**src/rtl/election_controller.sv**
```systemverilog
// Election controller: registration, voting, then a one-candidate-per-cycle winner scan.
// Define ELECTION_TIE_FLAG_EN to add the Tie output.
module election_controller #(
    parameter int ID_WIDTH       = 6,
    parameter int NUM_CANDIDATES = 4,
    parameter int CAND_WIDTH     = 2,
    parameter int BOX_WIDTH      = 2,
    parameter int REG_CYCLES     = 100,
    parameter int VOTE_CYCLES    = 100
) (
    input  logic                  CLK,
    input  logic                  RST,
    input  logic                  req,
    input  logic [1:0]            mode,
    input  logic [ID_WIDTH-1:0]   userID,
    input  logic [CAND_WIDTH-1:0] candidate,
    output logic [1:0]            phase,
    output logic [BOX_WIDTH-1:0]  ballotBoxId,
    output logic [ID_WIDTH:0]     numberOfRegisteredVoters,
    output logic [ID_WIDTH:0]     numberOfVotesCast,
    output logic [ID_WIDTH:0]     numberOfVotesWinner,
    output logic [CAND_WIDTH-1:0] WinnerId,
    output logic                  resultValid,
    output logic                  AlreadyRegistered,
    output logic                  AlreadyVoted,
    output logic                  NotRegistered,
    output logic                  VotingHasNotStarted,
    output logic                  RegistrationHasEnded,
    output logic                  InvalidCandidate
`ifdef ELECTION_TIE_FLAG_EN
    ,
    output logic                  Tie
`endif
);

    localparam int VOTERS = 2 ** ID_WIDTH;
    localparam int SLOTS  = 2 ** CAND_WIDTH;

    typedef enum logic [1:0] {
        PH_REG  = 2'd0,
        PH_VOTE = 2'd1,
        PH_SCAN = 2'd2,
        PH_DONE = 2'd3
    } phase_t;

    phase_t                state;
    phase_t                state_next;
    logic [31:0]           cnt;
    logic [31:0]           cnt_next;
    logic [VOTERS-1:0]     registered;
    logic [VOTERS-1:0]     voted;
    logic [ID_WIDTH:0]     tally [SLOTS];
    logic [ID_WIDTH:0]     best_votes;
    logic [CAND_WIDTH-1:0] best_id;
    logic [CAND_WIDTH-1:0] scan_id;
    logic                  do_reg;
    logic                  do_vote;
    logic                  bad_cand;

    assign do_reg   = req && (mode == 2'd0);
    assign do_vote  = req && (mode == 2'd1);
    assign bad_cand = 32'(candidate) >= 32'(NUM_CANDIDATES);
    // Within SCAN the phase counter doubles as the candidate index.
    assign scan_id  = cnt[CAND_WIDTH-1:0];

    always_ff @(posedge CLK) begin
        if (RST) begin
            state <= PH_REG;
            cnt   <= '0;
        end else begin
            state <= state_next;
            cnt   <= cnt_next;
        end
    end

    always_comb begin
        state_next = state;
        cnt_next   = cnt + 32'd1;
        unique case (state)
            PH_REG: if (cnt == 32'(REG_CYCLES - 1)) begin
                state_next = PH_VOTE;
                cnt_next   = '0;
            end
            PH_VOTE: if (cnt == 32'(VOTE_CYCLES - 1)) begin
                state_next = PH_SCAN;
                cnt_next   = '0;
            end
            PH_SCAN: if (cnt == 32'(NUM_CANDIDATES - 1)) begin
                state_next = PH_DONE;
                cnt_next   = '0;
            end
            PH_DONE: cnt_next = cnt;
        endcase
    end

    always_ff @(posedge CLK) begin
        if (RST) begin
            registered               <= '0;
            voted                    <= '0;
            for (int i = 0; i < SLOTS; i++) tally[i] <= '0;
            numberOfRegisteredVoters <= '0;
            numberOfVotesCast        <= '0;
            ballotBoxId              <= '0;
            best_votes               <= '0;
            best_id                  <= '0;
            AlreadyRegistered        <= 1'b0;
            AlreadyVoted             <= 1'b0;
            NotRegistered            <= 1'b0;
            VotingHasNotStarted      <= 1'b0;
            RegistrationHasEnded     <= 1'b0;
            InvalidCandidate         <= 1'b0;
        end else begin
            AlreadyRegistered    <= 1'b0;
            AlreadyVoted         <= 1'b0;
            NotRegistered        <= 1'b0;
            VotingHasNotStarted  <= 1'b0;
            RegistrationHasEnded <= 1'b0;
            InvalidCandidate     <= 1'b0;

            if (req) ballotBoxId <= userID[ID_WIDTH-1 -: BOX_WIDTH];

            if (do_reg && state == PH_REG) begin
                if (registered[userID]) begin
                    AlreadyRegistered <= 1'b1;
                end else begin
                    registered[userID] <= 1'b1;
                    if (~&numberOfRegisteredVoters)
                        numberOfRegisteredVoters <= numberOfRegisteredVoters + 1'b1;
                end
            end

            if (do_reg && state == PH_VOTE) RegistrationHasEnded <= 1'b1;
            if (do_vote && state == PH_REG) VotingHasNotStarted <= 1'b1;

            if (do_vote && state == PH_VOTE) begin
                if (!registered[userID]) begin
                    NotRegistered <= 1'b1;
                end else if (voted[userID]) begin
                    AlreadyVoted <= 1'b1;
                end else if (bad_cand) begin
                    InvalidCandidate <= 1'b1;
                end else begin
                    voted[userID] <= 1'b1;
                    if (~&tally[candidate])
                        tally[candidate] <= tally[candidate] + 1'b1;
                    if (~&numberOfVotesCast)
                        numberOfVotesCast <= numberOfVotesCast + 1'b1;
                end
            end

            // Strict compare keeps the lowest index on ties.
            if (state == PH_SCAN && tally[scan_id] > best_votes) begin
                best_votes <= tally[scan_id];
                best_id    <= scan_id;
            end
        end
    end

`ifdef ELECTION_TIE_FLAG_EN
    logic tie_seen;

    always_ff @(posedge CLK) begin
        if (RST) begin
            tie_seen <= 1'b0;
        end else if (state == PH_SCAN) begin
            if (tally[scan_id] > best_votes)
                tie_seen <= 1'b0;
            else if (tally[scan_id] == best_votes && best_votes != '0)
                tie_seen <= 1'b1;
        end
    end

    assign Tie = (state == PH_DONE) && tie_seen;
`endif

    assign phase               = state;
    assign resultValid         = (state == PH_DONE);
    assign WinnerId            = resultValid ? best_id : '0;
    assign numberOfVotesWinner = resultValid ? best_votes : '0;

endmodule

```
**config.mk**
```make
export PLATFORM = sky130hd
export DESIGN_NAME = election_controller
export DESIGN_NICKNAME = d
export VERILOG_FILES = /design/src/rtl/election_controller.sv
export SDC_FILE = /design/constraint.sdc
export NUM_CORES = 1
export LEC_CHECK = 0
export ABC_AREA = 1
export CAP_MARGIN = 20
export CORE_MARGIN = 10
export CORE_UTILIZATION = 30
export DETAILED_ROUTE_END_ITERATION = 6
export GPL_ROUTABILITY_DRIVEN = 0
export SYNTH_ARGS = -nofsm -noshare
export SYNTH_HDL_FRONTEND = slang
export SYNTH_SLANG_ARGS = --single-unit
export TNS_END_PERCENT = 1
```
**constraint.sdc**
```tcl
create_clock -name CLK -period 6.25 [get_ports CLK]
set_clock_uncertainty 0.2 [all_clocks]
set_input_delay 1.5625 -clock CLK [delete_from_list [all_inputs] [get_ports CLK]]
set_output_delay 1.5625 -clock CLK [all_outputs]
set_load 0.01 [all_outputs]
```
======== Word-level counts from Yosys, hierarchy flattened ========
Memories as Yosys holds them, arrays and structs flattened. A register that Yosys moved wholly into a read port is not among the register bits.
Cells that the tools add are included.
storage, ports and cells
  bits in writable memories ............... 28
  input port bits ......................... 13
  word-level logic and storage cells ...... 96
  output and inout port bits .............. 34
  register bits ........................... 192
  memories kept ........................... 1
memory list
  name   words  bits a word  read ports  clocked after Yosys merged registers in  write ports  RTL line  RTL
  tally  4      7            2           1                                        4            52        logic [ID_WIDTH:0] tally [SLOTS];
operators by class
  equality and inequality tests ........... 9
  bitwise logic cells ..................... 8
  magnitude comparators ................... 3
  add/subtract/negate cells ............... 4
  reductions and logical operators ........ 24
  mux-type cells .......................... 33
operator list
  operator                                             count
  bitwise OR 64 bit                                    2
  2-to-1 mux 32 bit                                    2
  case mux 32 bit (2 select lines)                     1
  adder 32 x 1 -> 32 bit, second input constant        1
  == test 32 x 2 -> 1 bit, second input constant       1
  == test 32 x 7 -> 1 bit, second input constant       1
  adder 7 x 1 -> 7 bit, second input constant          3
  AND reduction 7 bit                                  3
  2-to-1 mux 1 bit                                     17
  2-to-1 mux 2 bit                                     7
  2-to-1 mux 7 bit                                     2
  binary-select mux 1 bit (select 6 bit)               2
  logical AND 1 bit                                    8
  AND reduction 4 bit                                  2
  greater-than comparator 7 bit                        1
  < comparator 6 x 7 -> 1 bit, second input constant   1
  OR reduction 7 bit                                   1
  demux 1 bit (select 6 bit)                           1
  >= comparator 6 x 1 -> 1 bit, second input constant  1
  inequality test 2 bit, second input constant         3
  NOT 1 bit                                            6
  case mux 2 bit (3 select lines)                      1
  AND reduction 3 bit                                  2
  OR reduction 2 bit                                   3
  6 further kinds                                      9

======== Logic depth before layout (Yosys ltp) ========
Gate-level depths: netlist of the first run.
An unclocked memory read counts as a cell.
  depth after elaboration ................. 10
  gate-level depth with buffers ........... 17
  mapped depth without buffers ............ 15

======== Worst setup path before layout of the first run ========
OpenSTA, ideal clock, no wires.
  path kind ............................... input -> register
  from .................................... in userID[1]
  to ...................................... mem tally[3][0] (netlist bit) (enable)
  library setup time ...................... 0.381 ns
  path slack .............................. 2.349 ns
  stages on the path ...................... 12
  data required time ...................... 5.669 ns
  buffers on the path ..................... 1
  data arrival time ....................... 3.320 ns
  cell sequence ........................... buf_2 nand2_1 clkinv_1 nand3_1 nand2_1 o21ai_1 nand2_1 nor2_1 nand2_2 nor2_8 nand3_4 o21ai_0
RTL lines
  element          RTL line  RTL
  start, declared  15        input logic [ID_WIDTH-1:0] userID,
  end, declared    52

==> summary.txt, run 1 <==
CTS
  – CTS tree: yes
  – CTS Buf Count: 25
  – CTS H-Tree Depth: 1
  – Worst-path clk slew: roughly 0.060 ns
  – CTS Sinks: approximately 220
  – Post-CTS Hold Buffers: 0
  – Skew-Pair Late Insertion Delay: approximately 0.54 ns
  – Post-cts sizing count: 0
  – Post-CTS Setup Bufs: 0
  – Worst-case clock buffer depth: 3
  – Clock Tree Root: clkbuf_16

Placed design
  – Port-buffer cells: between 40 and 50
  – DP Worst Slack: 0.852 ns
  – Post-Place Cell Area: about 12000 um2
  – DPL Wire Length: roughly 20 mm

STA
  – Final Setup Violations: 0
  – Total Neg Setup Slack: 0 ns
  – Final worst path period share: 0.793
  – Tmin final: between 4 and 5 ns
  – Hold_ws: between 0.2 and 0.3 ns
  – RSZ-0062 raised after global routing: no
  – Final slew viol count: 0
  – Slew @ Worst Pin: ~1.0 ns
  – Rel. slew slack: 0.301
  – Final Hold Fails: 0
  – Final worst setup slack: around 1.3 ns
  – Maximum clock rate: between 200 and 250 MHz

Setup path
  – Critical-path top delay cell: clkdlybuf4s50_1
  – CP Launch Type: input port
  – CP max stage delay: about 0.85 ns
  – Crit path DAT: 4.89 ns
  – WS Path Type: in2reg
  – CP endpoint kind: register
  – WP buf/inv: 2
  – R2r setup slk: 2.95 ns
  – CP top delay family: simple AND/OR/NAND/NOR gates
  – Worst path required time: just over 6 ns
  – CP cell instances: clkdlybuf4s50_1, clkinv_1, nor2_1, nand3_1, nand2_1, o21ai_1, nand2_1, nor2_1, nand2_2, nor2_8, nand3_4, o21ai_0
  – CP Max Fanout: 12

Floorplan
  – Die area: 43900 um2
  – Die X: 210 um
  – Initial Util: 0.304
  – Core box area: 35500 um2
  – Die Ht: roughly 210 um
  – Placement row count: between 60 and 70
  – I/O pin count: 47

Layout
  – Register area: 4720 um2
  – Post-route core utilization: 0.350
  – Antenna cells: 0
  – Post-route cell area: 12400 um2
  – Multi-input gate area: around 4900 um2
  – Area delta synth->final: 15.1%
  – Fill cells: about 3.7k
  – Share of layout cells above drive strength 1: 0.0468
  – Nets: around 1.6k

Global route
  – GRT Util Overall: 0.127
  – Total gr overflow: 0
  – Pin count of the biggest net entering global routing: 96
  – Initial antenna violation count: 0
  – Global-route wire length before repair: 47.0 mm
  – Vias in the first global route: a little over 9k

Power
  – Pint: ~2.5 mW
  – Leak: around 4.7 nW
  – Maximum VDD drop: approximately 0.18 mV
  – Comb pwr share: 0.058
  – Part of the power in registers: 0.451
  – Net Sw Frac: 0.235
  – Sw power: about 760 uW
  – Power Dens Cells: 261 nW/um2
  – Clock power share: 0.491

Logic synthesis
  – Syn_area_per_cell: roughly 7 um2
  – Synth Flop Type: dfxtp_1
  – Yosys Warn Count: 0
  – Seq/Total Area, Yosys: 0.438
  – Synthesized instance count: about 1.5k
  – Mapped Nets: about 1.6k
  – FFs w/ async S/R, synth: 0
  – Unique cell type count in the Yosys netlist: 43
  – Cell Area, Synth: 10800 um2
  – Number of synthesized register bits: ~220
  – Post-synth EDFFs: 28

Route
  – Vias: 9772
  – Residual DRC: 0
  – Antenna Nets Post-Route: 0
  – DRT Pass-1 Iters: 7
  – Routed length per placed instance: 14.2 um
  – Starting DRT DRC Count: about 760
  – Mean number of vias per cell: roughly 4.8
  – Final wirelength: between 20 and 30 mm

Flow run
  – Max_cap viols: 0

Hold path
  – Worst hold-check path type: reg2reg

Run status
  – Outcome: finished, final reports clean
## power by group through the flow
stage / Combinational [mW] / Sequential, mW / Clock [mW]
6_report: 0.189 / 1.46 / 1.59
5_1_grt: 0.212 / 1.46 / 1.68
4_1_cts: 0.189 / 1.46 / 1.63
3_5_place_dp: 0.188 / 1.49 / 0
3_3_place_gp: 0.189 / 1.49 / 0
2_1_floorplan: 0.135 / 1.49 / 0
## placed cells by master (no fill, tap or decap), drive strengths merged, types with 11 or more instances in the layout
| cell | instances |
|---|---|
| inv | 195 |
| xor2 | 14 |
| nor3 | 30 |
| nand2 | 398 |
| clkdlybuf4s50 | 43 |
| dfxtp | 194 |
| clkbuf | 32 |
| a21oi | 161 |
| ha | 16 |
| buf | 12 |
| nand3 | 61 |
| edfxtp | 28 |
| o21ai | 81 |
| o22ai | 12 |
| clkinv | 11 |
| nand4 | 18 |
| nor2 | 225 |
## worst reg2reg max path: cells and delay by family, from the launching register on
kind / cells / cell delay, ns
AOI/OAI and AO/OA: 7 / 1.24
DFF: 1 / 0.60
and+or+nand+nor: 4 / 0.56
adders and majority gates: 1 / 0.31
buffers and inverters: 1 / 0.27
## stage by stage
step           instances  power, mW
5_1_grt             2043       3.36
4_1_cts             2043       3.28
2_1_floorplan       1543       1.62
3_3_place_gp        1997       1.68
6_report            2043       3.24
3_5_place_dp        1997       1.68
## cells in the mapped netlist (all sizes together), types with 18 or more instances
| library cell | number | area share |
|---|---|---|
| a21oi | 161 | 0.075 |
| buf | 35 | 0.025 |
| clkbuf | 27 | 0.0094 |
| dfxtp | 194 | 0.36 |
| edfxtp | 28 | 0.078 |
| inv | 193 | 0.067 |
| nand2 | 398 | 0.14 |
| nand3 | 61 | 0.032 |
| nand4 | 18 | 0.010 |
| nor2 | 225 | 0.082 |
| nor3 | 30 | 0.014 |
| o21ai | 81 | 0.038 |
## worst paths after layout
check | startpoint | end | cells after the start
worst max-delay path | userID[2] | tally[3][4] | 12
worst min-delay path | registered[24] | registered[24] | 2
worst max register to register | register | best_votes[5] | 13
worst min register to register | registered[24] | registered[24] | 2
## metal layers
layer | up-vias | global-route usage | wire length, um
met1 | 4505 | 0.165 | 13400
met2 | 238 | 0.206 | 13200
met3 | 69 | 0.0227 | 1510
met5 | - | 0 | 0
li1 | 4960 | - | -
met4 | 0 | 0.0474 | 892
## cell families after synthesis
kind of cell             synth area share
adder cells (fa/ha/maj)            0.0186
XOR/XNOR                           0.0171
multiplexers                     0.000929
AND/OR/NAND/NOR                     0.294
AO/OA/AOI/OAI                       0.127
flip-flops                          0.438
other                            0.000348
buffers and inverters               0.103
## layout make-up
type / count / area share
multi-input cells: 1062 / 0.398
flip-flops and latches: 222 / 0.381
inverters: 197 / 0.0598
clock buffers: 32 / 0.0582
well taps: 461 / 0.0465
repair buffers: 55 / 0.0418
clock inverters: 14 / 0.0145
## state kept, by name, indices dropped and copies added, names as in the netlist, named ones only
signal / cells
ballotBoxId: 2
AlreadyRegistered: 1
best_id: 2
cnt: 32
NotRegistered: 1
numberOfVotesCast: 7
RegistrationHasEnded: 1
tally: 28
VotingHasNotStarted: 1
phase: 2
registered: 64
numberOfRegisteredVoters: 7
best_votes: 7
AlreadyVoted: 1
voted: 64
(Power assumes the default switching activity.)
==> run 2: changes to the inputs <==
==> constraint.sdc (replaced) <==
create_clock -name CLK -period 4.63 [get_ports CLK]
set_clock_uncertainty 0.2 [all_clocks]
set_input_delay 1.1575 -clock CLK [delete_from_list [all_inputs] [get_ports CLK]]
set_output_delay 1.1575 -clock CLK [all_outputs]
set_load 0.01 [all_outputs]
==> summary.txt, run 2 (same netlist as run 1, synthesis figures left out) <==
Run status
  – Outcome: finished, final reports clean (unchanged)

Setup path
  – CP Max Fanout: 12 (unchanged)
  – Worst path required time: 4.65 ns (was 6.18 ns)
  – CP Launch Point: userID[2] (unchanged)
  – CP Launch Type: input port (unchanged)
  – CP endpoint kind: register (unchanged)
  – Crit path DAT: 3.83 ns (was 4.89 ns)
  – WS Path Type: in2reg (unchanged)

STA
  – Final worst setup slack: 0.810 ns (was 1.29 ns)
  – Final Setup Violations: 0 (unchanged)
  – RSZ-0062 raised after global routing: no (unchanged)
  – Final slew viol count: 0 (unchanged)
  – Tmin final: around 3.8 ns
  – Total Neg Setup Slack: 0 ns (unchanged)
  – Final worst path period share: 0.825
  – Slew @ Worst Pin: 0.929 ns (was 1.05 ns)
  – Maximum clock rate: 262 MHz
  – Rel. slew slack: 0.381 (was 0.301)
  – Final Hold Fails: 0 (unchanged)

Layout
  – Fill cells: 3805 (was 3737)
  – Post-route core utilization: 0.351 (was 0.350)
  – Area delta synth->final: 15.5% (was 15.1%)
  – Commonest cells after routing, fill and taps aside: 395 x nand2_1, 221 x nor2_1, 194 x dfxtp_1 (unchanged)
  – Nets: 1602 (was 1592)
  – Antenna cells: 0 (unchanged)
  – Share of layout cells above drive strength 1: 0.0453 (was 0.0468)
  – Post-route cell area: 12400 um2 (about the same)
  – Top flop regs: registered (64), voted (64), cnt (32) (unchanged)
  – Multi-input gate area: 4940 um2 (unchanged)
  – Register area: 4720 um2 (unchanged)
  – Commonest non-fill, non-tap cell in the layout: nand2_1 (unchanged)

Floorplan
  – Core box area: 35500 um2 (unchanged)
  – Placement row count: 69 (unchanged)
  – Die Ht: 210 um (unchanged)
  – Die X: 210 um (unchanged)
  – Die area: 43900 um2 (unchanged)
  – I/O pin count: 47 (unchanged)
  – Initial Util: 0.304 (unchanged)

CTS
  – Post-cts sizing count: 0 (unchanged)
  – Clock Tree Root: clkbuf_16 (unchanged)
  – Worst-path clk slew: 0.06 ns (about the same)
  – Post-CTS Hold Buffers: 0 (unchanged)
  – Worst-case clock buffer depth: 3 (unchanged)
  – CTS Sinks: 222 (unchanged)
  – Post-CTS Setup Bufs: 0 (unchanged)
  – Skew-Pair Late Insertion Delay: 0.54 ns (about the same)
  – CTS H-Tree Depth: 1 (unchanged)
  – CTS tree: yes (unchanged)
  – CTS Buf Count: 25 (unchanged)

Power
  – Maximum VDD drop: 0.291 mV (was 0.178 mV)
  – Power Dens Cells: 339 nW/um2 (was 261 nW/um2)
  – Leak: 4.74 nW (about the same)
  – Design Power: 4.22 mW (was 3.24 mW)

Route
  – DRT Pass-1 Iters: 5 (was 7)
  – Residual DRC: 0 (unchanged)
  – Vias: 9742 (was 9772)
  – Routed length per placed instance: 14.2 um (about the same)
  – Final wirelength: 29.1 mm (was 28.9 mm)
  – Antenna Nets Post-Route: 0 (unchanged)
  – Mean number of vias per cell: 4.75 (was 4.78)
  – Starting DRT DRC Count: 781 (was 759)

Global route
  – Global-route wire length before repair: 48.0 mm (was 47.0 mm)
  – GRT Util Overall: 0.129 (was 0.127)
  – Initial antenna violation count: 0 (unchanged)
  – Pin count of the biggest net entering global routing: 86 (was 96)
  – Total gr overflow: 0 (unchanged)
  – Vias in the first global route: 9260 (was 9273)

Flow run
  – Max_cap viols: 0 (unchanged)

Placed design
  – Post-Place Cell Area: 11600 um2 (was 11500 um2)
  – Port-buffer cells: 45 (unchanged)
  – DP Worst Slack: 0.280 ns (was 0.852 ns)
  – DPL Wire Length: 20.4 mm (was 19.9 mm)

Hold path
  – Worst Hold Launch: registered[42] (was registered[24])
  – Worst hold-check path type: reg2reg (unchanged)
==> run 2: cell count changes in the layout (fill, tap and decap cells not counted), sizes merged <==
cell    change
buf        +10
bufinv      -2
clkbuf      +6
clkinv      -5
inv         -1
==> run 2: final timing paths <==
path / slack [ns] / cells past startpoint / end
worst min-delay path: 0.25 / 2 / registered[42]
worst max register to register: 1.22 / 13 / best_votes[5]
worst min register to register: 0.25 / 2 / registered[42]
worst max-delay path: 0.81 / 14 / tally[2][5]
==> run 2: power by group <==
part / switching (mW) / internal [mW]
registers: 0.0132 / 1.96
clock network: 0.807 / 1.16
logic: 0.197 / 0.0773
==> run 2: critical path, cell delays in order <==
cell,delay (ns)
clkdlybuf4s50_1,0.66
nand2_1,0.17
clkinv_1,0.24
nand3_1,0.14
nand2_1,0.07
o21ai_1,0.16
nand2_1,0.07
nor2_1,0.12
nand2_2,0.15
nor2_8,0.17
nand3_4,0.13
nor2_8,0.16
nand3_2,0.14
nand2_1,0.29
==> run 2: layout make-up <==
class,instances,area share
inverter,197,0.0596
clock buffer,38,0.0566
tap,461,0.0464
clock inverter,6,0.00784
multi-input combinational,1062,0.397
sequential,222,0.380
timing repair buffer,65,0.0527
==> run 2: per-layer routing <==
layer | GRT usage | part of all wire
met1 | 0.172 | 0.47
met2 | 0.209 | 0.46
met5 | 0 | 0
met4 | 0.0372 | 0.024
met3 | 0.0233 | 0.053
==> run 2: through the flow <==
step	hold slack, ns	instances
4_1_cts	0.252	2051
6_report	0.251	2051
3_5_place_dp	0.242	2007
3_3_place_gp	0.237	2007
2_1_floorplan	0.230	1543
5_1_grt	0.267	2051
==> run 3: changes to the inputs <==
==> constraint.sdc (replaced) <==
create_clock -name CLK -period 3.55 [get_ports CLK]
set_clock_uncertainty 0.2 [all_clocks]
set_input_delay 0.8875 -clock CLK [delete_from_list [all_inputs] [get_ports CLK]]
set_output_delay 0.8875 -clock CLK [all_outputs]
set_load 0.01 [all_outputs]
==> summary.txt, run 3 (same netlist as run 1, synthesis figures left out) <==
Setup path
  – WS Path Type: reg2out (was in2reg)
  – CP Launch Type: register (was input port)
  – Worst path required time: 2.46 ns (was 4.65 ns)
  – CP max stage delay: 0.55 ns (was 0.66 ns)
  – CP Max Fanout: 18 (was 12)
  – CP cell instances: ha_2, nand2_1, inv_1, clkdlybuf4s50_1 (was clkdlybuf4s50_1, nand2_1, clkinv_1, nand3_1, nand2_1, o21ai_1, nand2_1, nor2_1, nand2_2, nor2_8, nand3_4, nor2_8, nand3_2, nand2_1)
  – Reg-to-Reg End: best_votes[3] (was best_votes[5])
  – FF-to-FF path depth: 13 (unchanged)
  – Crit path DAT: 2.20 ns (was 3.83 ns)
  – CP endpoint kind: primary output (was register)
  – R2r setup slk: 0.60 ns (was 1.22 ns)
  – Critical-path top delay cell: clkdlybuf4s50_1 (unchanged)

STA
  – Total Neg Setup Slack: 0 ns (unchanged)
  – Maximum clock rate: between 300 and 400 MHz
  – Final worst setup slack: 0.264 ns (was 0.810 ns)
  – Rel. slew slack: 0.538 (was 0.381)
  – Final Setup Violations: 0 (unchanged)
  – Slew @ Worst Pin: 0.693 ns (was 0.929 ns)
  – RSZ-0062 raised after global routing: no (unchanged)
  – Final worst path period share: 0.926
  – Final Hold Fails: 0 (unchanged)
  – Tmin final: 3.29 ns
  – Final slew viol count: 0 (unchanged)

Layout
  – Register area: 4720 um2 (unchanged)
  – Commonest non-fill, non-tap cell in the layout: nand2_1 (unchanged)
  – Multi-input gate area: 4950 um2 (was 4940 um2)
  – Antenna cells: 0 (unchanged)
  – Fill cells: 3729 (was 3805)
  – Nets: 1649 (was 1602)
  – Area delta synth->final: 19.6% (was 15.5%)
  – Share of layout cells above drive strength 1: 0.0787 (was 0.0453)
  – Commonest cells after routing, fill and taps aside: 395 x nand2_1, 221 x nor2_1, 194 x dfxtp_1 (unchanged)
  – Top flop regs: registered (64), voted (64), cnt (32) (unchanged)

Global route
  – Vias in the first global route: 9290 (was 9260)
  – Pin count of the biggest net entering global routing: 148 (was 86)
  – Initial antenna violation count: 0 (unchanged)
  – GRT Util Overall: 0.128 (was 0.129)
  – Global-route wire length before repair: 47.6 mm (was 48.0 mm)
  – Total gr overflow: 0 (unchanged)

Placed design
  – DP Worst Slack: -0.216 ns (was 0.280 ns)
  – Port-buffer cells: 45 (unchanged)
  – DPL Wire Length: 21.0 mm (was 20.4 mm)

Run status
  – Outcome: finished, final reports clean (unchanged)

Floorplan
  – Placement row count: 69 (unchanged)
  – Die Ht: 210 um (unchanged)
  – I/O pin count: 47 (unchanged)
  – Die X: 210 um (unchanged)
  – Initial Util: 0.304 (unchanged)
  – Die area: 43900 um2 (unchanged)
  – Core box area: 35500 um2 (unchanged)

Power
  – Power Dens Cells: 434 nW/um2 (was 339 nW/um2)
  – Maximum VDD drop: 0.373 mV (was 0.291 mV)
  – Leak: 5.02 nW (was 4.74 nW)

Hold path
  – Worst hold-check path type: reg2reg (unchanged)
  – Hold depth: 2 (unchanged)
  – Worst Hold Launch: registered[46] (was registered[42])
  – Worst hold endpoint: registered[46] (was registered[42])

CTS
  – Worst-case clock buffer depth: 3 (unchanged)
  – CTS H-Tree Depth: 1 (unchanged)
  – CTS Buf Count: 26 (was 25)
  – Clock Tree Root: clkbuf_16 (unchanged)
  – Skew-Pair Late Insertion Delay: 0.54 ns (about the same)
  – Post-CTS Hold Buffers: 0 (unchanged)
  – CTS Sinks: 222 (unchanged)
  – CTS tree: yes (unchanged)
  – Worst-path clk slew: 0.06 ns (about the same)
  – Post-CTS Setup Bufs: 0 (unchanged)

Route
  – Mean number of vias per cell: 4.70 (was 4.75)
  – Starting DRT DRC Count: 640 (was 781)
  – Antenna Nets Post-Route: 0 (unchanged)
  – Routed length per placed instance: 13.8 um (was 14.2 um)
  – DRT Pass-1 Iters: 5 (unchanged)
  – Final wirelength: 29.0 mm (was 29.1 mm)
  – Vias: 9882 (was 9742)
  – Residual DRC: 0 (unchanged)

Flow run
  – Max_cap viols: 0 (unchanged)
## run 3: per-stage QoR
stage,util,hold WS [ns],area (um2),instances,power (mW)
3_5_place_dp,0.339,0.242,12000,2053,3.01
4_1_cts,0.363,0.251,12900,2101,5.65
2_1_floorplan,-,0.230,10800,1543,2.86
6_report,0.363,0.250,12900,2101,5.59
5_1_grt,0.363,0.266,12900,2101,5.81
3_3_place_gp,0.339,0.238,12000,2053,3.01
## run 3: how the worst max path moves through the flow
stage	startpoint	endpoint	slack [ns]	depth (start not counted)
after global placement	userID[1]	numberOfRegisteredVoters[5]	-0.13	17
after CTS	phase[0]	WinnerId[1]	0.22	4
after global routing	userID[1]	tally[2][1]	0.07	14
after floorplan	userID[1]	tally[3][0]	0.32	12
final	phase[0]	WinnerId[1]	0.26	4
after detailed placement	userID[1]	tally[2][2]	-0.22	14
## run 3: critical path: cells and delay by family, from the launching register on
family        cells  cell delay [ns]
fa+ha+maj         1             0.48
buf+inv           2             0.65
flops             1             0.43
simple gates      1             0.10
## run 3: repair_timing
item | 4_1_cts | 5_1_grt
resized for setup | 1 | 0
endpoints found under the setup margin | 5 | 0
endpoints found under the hold margin | 0 | 0
## run 3: layer usage
metal / share of wire / GRT usage
met5: 0 / 0
met4: 0.024 / 0.0404
met1: 0.47 / 0.173
met2: 0.45 / 0.205
met3: 0.050 / 0.0214
## run 3: where the power goes
group          switching (mW)  leakage, nW  total [mW]  internal [mW]
combinational           0.261         2.73       0.387          0.126
sequential             0.0156         1.86        2.57           2.56
clock                    1.10        0.429        2.63           1.54
total                    1.37         5.02        5.59           4.22
## run 3: final cells by class
type | count | share of cell area
clock buffer | 34 | 0.0568
clock inverter | 14 | 0.00932
inverter | 197 | 0.0576
multi-input combinational | 1062 | 0.384
sequential | 222 | 0.366
tap | 461 | 0.0447
timing repair buffer | 111 | 0.0815
